`src/rtl/lt24_pixel_bus_writer.sv`:
```
// rtl/lt24_pixel_bus_writer.sv - pixel handshake to ILI9341 8080-style LT24 bus writes
module lt24_pixel_bus_writer #(
    parameter int WIDTH   = 240,
    parameter int HEIGHT  = 320,
    parameter int WR_LOW  = 2,
    parameter int WR_HIGH = 2
) (
    input  logic        clock,
    input  logic        reset,
    input  logic [7:0]  xAddr,
    input  logic [8:0]  yAddr,
    input  logic [15:0] pixelData,
    input  logic        pixelWrite,
    output logic        pixelReady,
    output logic        pixelDropped,
    output logic        LT24Wr_n,
    output logic        LT24Rd_n,
    output logic        LT24CS_n,
    output logic        LT24RS,
    output logic [15:0] LT24Data
);

    typedef enum logic [1:0] {IDLE, WRLO, WRHI} state_t;

    localparam logic [15:0] W_LAST = 16'(WIDTH - 1);
    localparam logic [15:0] H_LAST = 16'(HEIGHT - 1);
    localparam logic [3:0]  LAST_IDX = 4'd11;

    state_t      state;
    logic [7:0]  x_q;
    logic [8:0]  y_q;
    logic [15:0] d_q;
    logic [7:0]  prev_x;
    logic [8:0]  prev_y;
    logic        prev_valid;
    logic [7:0]  win_x;
    logic [3:0]  idx;
    logic [7:0]  timer;

    logic [8:0]  prev_x_inc;
    logic [9:0]  prev_y_inc;
    logic        in_range;
    logic        seq;
    logic [3:0]  start_idx;

    // {RS, bus value} for each position of the window/address/data sequence
    function automatic logic [16:0] bus_word(input logic [3:0] i, input logic [7:0] x,
                                             input logic [8:0] y, input logic [15:0] d);
        case (i)
            4'd0:    bus_word = {1'b0, 16'h002A};
            4'd1:    bus_word = {1'b1, 16'h0000};
            4'd2:    bus_word = {1'b1, 8'h00, x};
            4'd3:    bus_word = {1'b1, 8'h00, W_LAST[15:8]};
            4'd4:    bus_word = {1'b1, 8'h00, W_LAST[7:0]};
            4'd5:    bus_word = {1'b0, 16'h002B};
            4'd6:    bus_word = {1'b1, 15'h0000, y[8]};
            4'd7:    bus_word = {1'b1, 8'h00, y[7:0]};
            4'd8:    bus_word = {1'b1, 8'h00, H_LAST[15:8]};
            4'd9:    bus_word = {1'b1, 8'h00, H_LAST[7:0]};
            4'd10:   bus_word = {1'b0, 16'h002C};
            default: bus_word = {1'b1, d};
        endcase
    endfunction

    // Nine/ten-bit increments so column 255 or row 511 never wrap onto zero
    assign prev_x_inc = {1'b0, prev_x} + 9'd1;
    assign prev_y_inc = {1'b0, prev_y} + 10'd1;
    assign in_range   = (int'(xAddr) < WIDTH) && (int'(yAddr) < HEIGHT);
    assign seq = prev_valid &&
                 (({1'b0, xAddr} == prev_x_inc && yAddr == prev_y && int'(prev_x) < WIDTH - 1) ||
                  (int'(prev_x) == WIDTH - 1 && xAddr == win_x &&
                   {1'b0, yAddr} == prev_y_inc && int'(prev_y) < HEIGHT - 1));
    assign start_idx = seq ? LAST_IDX : 4'd0;

    always_ff @(posedge clock) begin
        if (reset) begin
            state        <= IDLE;
            pixelReady   <= 1'b0;
            pixelDropped <= 1'b0;
            LT24Wr_n     <= 1'b1;
            LT24Rd_n     <= 1'b1;
            LT24CS_n     <= 1'b1;
            LT24RS       <= 1'b0;
            LT24Data     <= 16'h0000;
            x_q          <= 8'h00;
            y_q          <= 9'h000;
            d_q          <= 16'h0000;
            prev_x       <= 8'h00;
            prev_y       <= 9'h000;
            prev_valid   <= 1'b0;
            win_x        <= 8'h00;
            idx          <= 4'd0;
            timer        <= 8'h00;
        end else begin
            pixelDropped <= 1'b0;
            LT24Rd_n     <= 1'b1;
            case (state)
                IDLE: begin
                    LT24CS_n   <= 1'b1;
                    LT24Wr_n   <= 1'b1;
                    pixelReady <= 1'b1;
                    if (pixelWrite && pixelReady) begin
                        if (!in_range) begin
                            pixelDropped <= 1'b1;
                            prev_valid   <= 1'b0;
                        end else begin
                            x_q        <= xAddr;
                            y_q        <= yAddr;
                            d_q        <= pixelData;
                            idx        <= start_idx;
                            timer      <= 8'h00;
                            pixelReady <= 1'b0;
                            LT24CS_n   <= 1'b0;
                            LT24Wr_n   <= 1'b0;
                            {LT24RS, LT24Data} <= bus_word(start_idx, xAddr, yAddr, pixelData);
                            if (!seq) win_x <= xAddr;
                            state      <= WRLO;
                        end
                    end
                end
                WRLO: begin
                    if (timer == 8'(WR_LOW - 1)) begin
                        timer    <= 8'h00;
                        LT24Wr_n <= 1'b1;
                        state    <= WRHI;
                    end else begin
                        timer <= timer + 8'd1;
                    end
                end
                WRHI: begin
                    if (timer == 8'(WR_HIGH - 1)) begin
                        timer <= 8'h00;
                        if (idx == LAST_IDX) begin
                            prev_x     <= x_q;
                            prev_y     <= y_q;
                            prev_valid <= 1'b1;
                            LT24CS_n   <= 1'b1;
                            state      <= IDLE;
                        end else begin
                            idx      <= idx + 4'd1;
                            LT24Wr_n <= 1'b0;
                            {LT24RS, LT24Data} <= bus_word(idx + 4'd1, x_q, y_q, d_q);
                            state    <= WRLO;
                        end
                    end else begin
                        timer <= timer + 8'd1;
                    end
                end
                default: state <= IDLE;
            endcase
        end
    end

endmodule

```
`config.mk`:
```
export PLATFORM = sky130hd
export DESIGN_NAME = lt24_pixel_bus_writer
export DESIGN_NICKNAME = d
export VERILOG_FILES = /design/src/rtl/lt24_pixel_bus_writer.sv
export SDC_FILE = /design/constraint.sdc
export NUM_CORES = 1
export LEC_CHECK = 0
export CORE_MARGIN = 2
export CORE_UTILIZATION = 40
export CTS_CLUSTER_DIAMETER = 200
export CTS_CLUSTER_SIZE = 16
export DETAILED_ROUTE_END_ITERATION = 10
export GPL_ROUTABILITY_DRIVEN = 0
export HOLD_SLACK_MARGIN = 0.08
export PLACE_DENSITY = 0.63
export REMOVE_ABC_BUFFERS = 1
export SLEW_MARGIN = 0
export SYNTH_ARGS = -nofsm -noshare
export SYNTH_HDL_FRONTEND = slang
export SYNTH_SLANG_ARGS = --single-unit
```
`constraint.sdc`:
```
create_clock -name clock -period 2.54 [get_ports clock]
set_input_delay 0.254 -clock clock [delete_from_list [all_inputs] [get_ports clock]]
set_output_delay 0.254 -clock clock [all_outputs]
set_load 0.1 [all_outputs]
```
# After elaboration in Yosys (flattened, before gate mapping)
# Cells that the tools add are included.
[totals]
register_bits = 94
elab_cells = 131
[op_classes]
bitwise_logic = 3
muxes = 40
eq_ne = 36
order_cmp = 4
reduce_logical = 28
add_sub_neg = 4
[ops]
columns = ["cell", "count"]
rows = [
  ["$pmux 17 s10", 2],
  ["$mux 16", 4],
  ["$eq 4x3->1 const B", 8],
  ["$pmux 16 s2", 1],
  ["$eq 4x4->1 const B", 7],
  ["$mux 8", 3],
  ["$mux 4", 5],
  ["$lt 9x9->1 const B", 2],
  ["$eq 4x2->1 const B", 4],
  ["$lt 8x8->1 const B", 2],
  ["$pmux 8 s2", 1],
  ["$mux 1", 14],
  ["$ne 2x2->1 const B", 7],
  ["$reduce_and 3->1", 4],
  ["$reduce_and 4->1", 3],
  ["$add 9x1->10 const B", 1],
  ["$eq 9x10->1", 1],
  ["$reduce_and 5->1", 2],
  ["$add 8x1->9 const B", 1],
  ["$eq 8x9->1", 1],
  ["$eq 9x9->1", 1],
  ["$add 8x1->8 const B", 1],
  ["$eq 4x1->1 const B", 2],
  ["$eq 8x1->1 const B", 1],
  ["19 further kinds", 37],
]

# Depth between registers and ports, before layout
[depth]
depth_word = 13
ltp_mapped = 12

# Worst setup path before layout
# No wires, ideal clock.
[synth_timing]
path_kind = "reg-to-reg"
startpoint = "register pixelReady"
endpoint = "register LT24Data[2]"
arrival_time_ns = 2.459
synth_period_minus_slack_ns = 2.530
t_required_ns = 2.470
slack_ns = 0.010
path_stages_with_launch = 6
n_path_buf = 0
cell_sequence = "dfxtp_1 nand4_1 a22oi_1 nand2_1 a221o_1 a21oi_1"
[synth_between]
elab_chain_cells = 3
[synth_rtl]
columns = ["item", "line_no", "rtl"]
rows = [
  ["start: declaration", "14", "output logic pixelReady,"],
  ["start signal: assignment", "78", "pixelReady <= 1'b0;"],
  ["start signal: assignment", "101", "pixelReady <= 1'b1;"],
  ["start signal: assignment", "112", "pixelReady <= 1'b0;"],
  ["$logic_and 1x1->1", "102", "if (pixelWrite && pixelReady) begin"],
  ["$ne 2x2->1 (no line)", "-", ""],
  ["$reduce_and 5->1 (no line)", "-", ""],
  ["end signal: assignment", "115", "{LT24RS, LT24Data} <= bus_word(start_idx, xAddr, yAddr, pixelData);"],
  ["end signal: assignment", "142", "{LT24RS, LT24Data} <= bus_word(idx + 4'd1, x_q, y_q, d_q);"],
  ["end: declaration", "20", "output logic [15:0] LT24Data"],
]
# No other way between the ends.
# A chain may end at the register's enable or synchronous reset.

# Worst setup path after layout
[layout_timing]
startpoint = "register prev_x[0]"
endpoint = "register LT24Data[11]"
[layout_between]
elab_chain_cells = 13
word_cells_on_any_way = 28
classes_between = "add/sub (1); order compare (1); eq/ne (12); mux (5); reduce/logical (9)"
[layout_rtl]
columns = ["item", "line_no", "rtl"]
rows = [
  ["start: declaration", "33", "logic [7:0] prev_x;"],
  ["start signal: assignment", "134", "prev_x <= x_q;"],
  ["$add 8x1->9 or $eq 8x6->1 (tied branches)", "66, 71", ""],
  ["$eq 8x9->1 or $logic_and 1x1->1 (tied branches)", "70, 71", ""],
  ["$logic_and 1x1->1 (on tied branches)", "70, 71", ""],
  ["$logic_and 1x1->1 (on tied branches)", "70, 72", ""],
  ["$logic_or 1x1->1 (*)", "70", "(({1'b0, xAddr} == prev_x_inc && yAddr == prev_y && int'(prev_x) < WIDTH - 1) ||"],
  ["$logic_and 1x1->1 (*)", "69", "assign seq = prev_valid &&"],
  ["$mux 4 (*)", "73", "assign start_idx = seq ? LAST_IDX : 4'd0;"],
  ["$eq 4x2->1 or $eq 4x1->1 (tied branches)", "49", "case (i)"],
  ["$reduce_or 2->1 (no line)", "-", ""],
  ["$pmux 17 s10 (*)", "49", ""],
  ["$mux 16 (*)", "103", "if (!in_range) begin"],
  ["$mux 16 (*)", "102", ""],
  ["$pmux 16 s2 (*)", "97", "case (state)"],
]
# Every way passes the cells marked *; elsewhere a longest branch is shown, timed or not. The select of a mux whose other input is x is not followed.

==> qor.csv <==
stage,metric,value,unit
synth,synth-seq-cells,94,
synth,synth-edff-count,0,
finish,layout-drive-gt1-share,0.151,
timing,clock_skew,0.00807,ns
synth,postSynth.asyncResetShare,0,
run,cap_violations,0,
power_and_ir_drop,p_per_area,847,nW/µm²
finish,stdcell_count,876,
setup_path,worstPathArrival,2.71,ns
timing,finalCritPeriodShare,0.960,
drt,drt_first_pass_iters,5,
placement,dp_slack,-0.154,ns
timing,finalWorstSetupSlack,0.101,ns
global_routing,globalRouteTotalUtil,0.213,
global_routing,grt_antenna_before_repair,0,
clocking,cts.sinks,94,
finish,area_growth,25.0,%
synth,yosys_warnings,0,
timing,rsz0062_at_grt,no,
drt,ant_nets,0,
synth,avgSynthCellArea,7.97,µm²
global_routing,grt-ovfl-total,0,
drt,initialDrtViolationCount,393,
clocking,cts_buffer_depth,2,
status,outcome,finished clean,
synth,synth_top_area_frac,0.377,
clocking,clockRootBuffer,clkbuf_16,
placement,hpwlAfterDp,10200,µm
global_routing,grt_pass1_wl,22400,µm
placement,dpl.cell_count,859,
timing,whs,0.384,ns
timing,final-setup-viol-count,0,
setup_path,critPathLaunchType,register,
floorplanning,io_pins,58,
timing,slew_headroom,0.531,
drt,vias,4740,
timing,final-max-slew-violation-count,0,
drt,wirelength,13800,µm
synth,synth_top_cell_by_area,dfxtp_1,
power_and_ir_drop,ir_worst_vdd,0.000506,V
floorplanning,die_w,116,µm
synth,syn_area,4990,µm²
setup_path,worstSetupPathType,register to register,
finish,multi_input_area,2880,µm²
timing,fmax,410,MHz
floorplanning,num_rows,40,
power_and_ir_drop,p_leak,0.00242,µW
drt,drt-vias-per-instance,5.41,
finish,fin_util,0.515,
clocking,clk_pin_slew,0.07,ns
setup_path,path_max_fanout,13,
timing,tightest_slew,0.704,ns
timing,post-route-min-period,2.44,ns
synth,synthCells,626,
finish,fillerInstances,1205,
timing,finalHoldViolCount,0,
drt,routedWlPerCell,15.7,µm
floorplanning,die_h,116,µm
floorplanning,start_util,0.412,
clocking,cts_made_buffers,9,
drt,drc,0,
finish,final_nets,751,
setup_path,cp.required,2.81,ns
finish,seq_area,1890,µm²
global_routing,grt_max_degree,67,
synth,synth_cell_types,61,
synth,synth-main-ff-cell,dfxtp_1,
global_routing,grt_pass1_vias,4508,
floorplanning,core_area,12100,µm²
finish,num_antenna_cells,0,
synth,ys_seq_area_frac,0.377,
setup_path,cp-end-kind,register,
worst_hold_path,hp-class,input port to register,
floorplanning,die-area,13400,µm²
clocking,ctsHtreeMaxLevel,3,
clocking,postCtsHoldBufs,0,
clocking,cts_tree,done,
clocking,clk_latency,0.35,ns
synth,synth.area.top_cells,"dfxtp_1, nand2_1, a21oi_1",
placement,io_buffers,56,
==> cells by family (layout without fill, tap and decap cells) <==
kind of cell / Yosys count / after routing / share of synthesized area
AOI/OAI and AO/OA: 154 / 154 / 0.194
adders and majority gates: 12 / 12 / 0.0301
DFF: 94 / 94 / 0.377
other: 1 / 1 / 0.000752
buffers and inverters: 56 / 138 / 0.0477
muxes: 29 / 29 / 0.0582
and+or+nand+nor: 236 / 236 / 0.212
xor gates and xnor gates: 44 / 44 / 0.0803
==> cells in the mapped netlist (10+ instances only) <==
| cell | number |
|---|---|
| nand4_1 | 13 |
| clkbuf_1 | 29 |
| a31oi_1 | 14 |
| nor2_1 | 45 |
| ha_1 | 12 |
| o21ai_0 | 25 |
| a21oi_1 | 68 |
| inv_1 | 14 |
| nand3_1 | 26 |
| mux2i_1 | 29 |
| xnor2_1 | 23 |
| xor2_1 | 19 |
| nor3_1 | 10 |
| dfxtp_1 | 94 |
| nand2_1 | 114 |
==> sequential cells by signal (all words and copies together), names as in the netlist <==
signal,cells
LT24Wr_n,1
d_q,16
prev_valid,1
prev_y,9
y_q,9
LT24CS_n,1
pixelDropped,1
state,2
prev_x,8
LT24Data,16
LT24RS,1
win_x,8
timer,8
x_q,8
pixelReady,1
idx,4
==> what timing repair did <==
item / in CTS / in global routing
resized for setup: 0 / 8
setup buffers: 0 / 1
hold endpoints to repair: 0 / 0
setup endpoints to repair: 0 / 21
==> report_power, final <==
group,leakage [µW],switching (µW),internal (µW)
clock network,0.000132,553,686
registers,0.000765,130,1670
logic,0.00153,1580,660
total,0.00242,2260,3010
==> final cells by class <==
class | instances | area share
clock buffers | 12 | 0.0395
well taps | 168 | 0.0337
inverters | 14 | 0.00843
flip-flops and latches | 94 | 0.303
multi-input cells | 476 | 0.462
clock inverters | 4 | 0.00361
repair buffers | 108 | 0.149
==> per-stage QoR <==
stage	total power (µW)	TNS (ns)	instance area, µm²
2_1_floorplan	3360	-13.71	4800
3_3_place_gp	4030	-0.0747	5940
3_5_place_dp	4060	-1.91	5940
4_1_cts	5320	0	6210
5_1_grt	5550	0	6230
6_report	5280	0	6230
==> cells in the final DEF, fill, tap and decap left out, types with 6 or more instances in the layout <==
master / count
nand2_1: 114
nor2_1: 44
nand3_1: 26
nor3_1: 10
xor2_1: 19
buf_4: 70
a221oi_1: 6
o21ai_0: 25
ha_1: 10
a31oi_1: 14
dfxtp_1: 91
a21oi_1: 68
clkbuf_16: 9
nand4_1: 13
xnor2_1: 23
a22oi_1: 7
clkdlybuf4s50_1: 34
mux2i_1: 29
inv_1: 14
==> worst max-delay path, stage by stage (launching register included) <==
cell and delay (ns):
dfxtp_4 0.38, ha_2 0.28, xnor2_1 0.15, nand4_1 0.10, or3_1 0.33, a2111oi_2 0.33
a32o_2 0.23, buf_12 0.15, buf_4 0.15, nand3_1 0.08, a21oi_1 0.16
==> routing by layer <==
| metal | global-route usage | vias to the layer above | part of all wire | wire length (µm) |
|---|---|---|---|---|
| li1 | - | 2358 | - | - |
| met1 | 0.280 | 2208 | 0.46 | 6280 |
| met5 | 0 | - | 0 | 0 |
| met2 | 0.350 | 150 | 0.47 | 6470 |
| met4 | 0.0913 | 0 | 0.023 | 324 |
| met3 | 0.0293 | 24 | 0.052 | 711 |
==> final timing paths <==
check	from	endpoint	slack (ns)	depth (start not counted)
setup / recovery	prev_x[0]	LT24Data[11]	0.10	10
hold / removal	reset	LT24Wr_n	0.38	4
setup reg to reg	prev_x[0]	LT24Data[11]	0.10	10
hold reg to reg	d_q[7]	d_q[7]	0.45	2
Note: power is estimated with default switching activity, not from simulation.
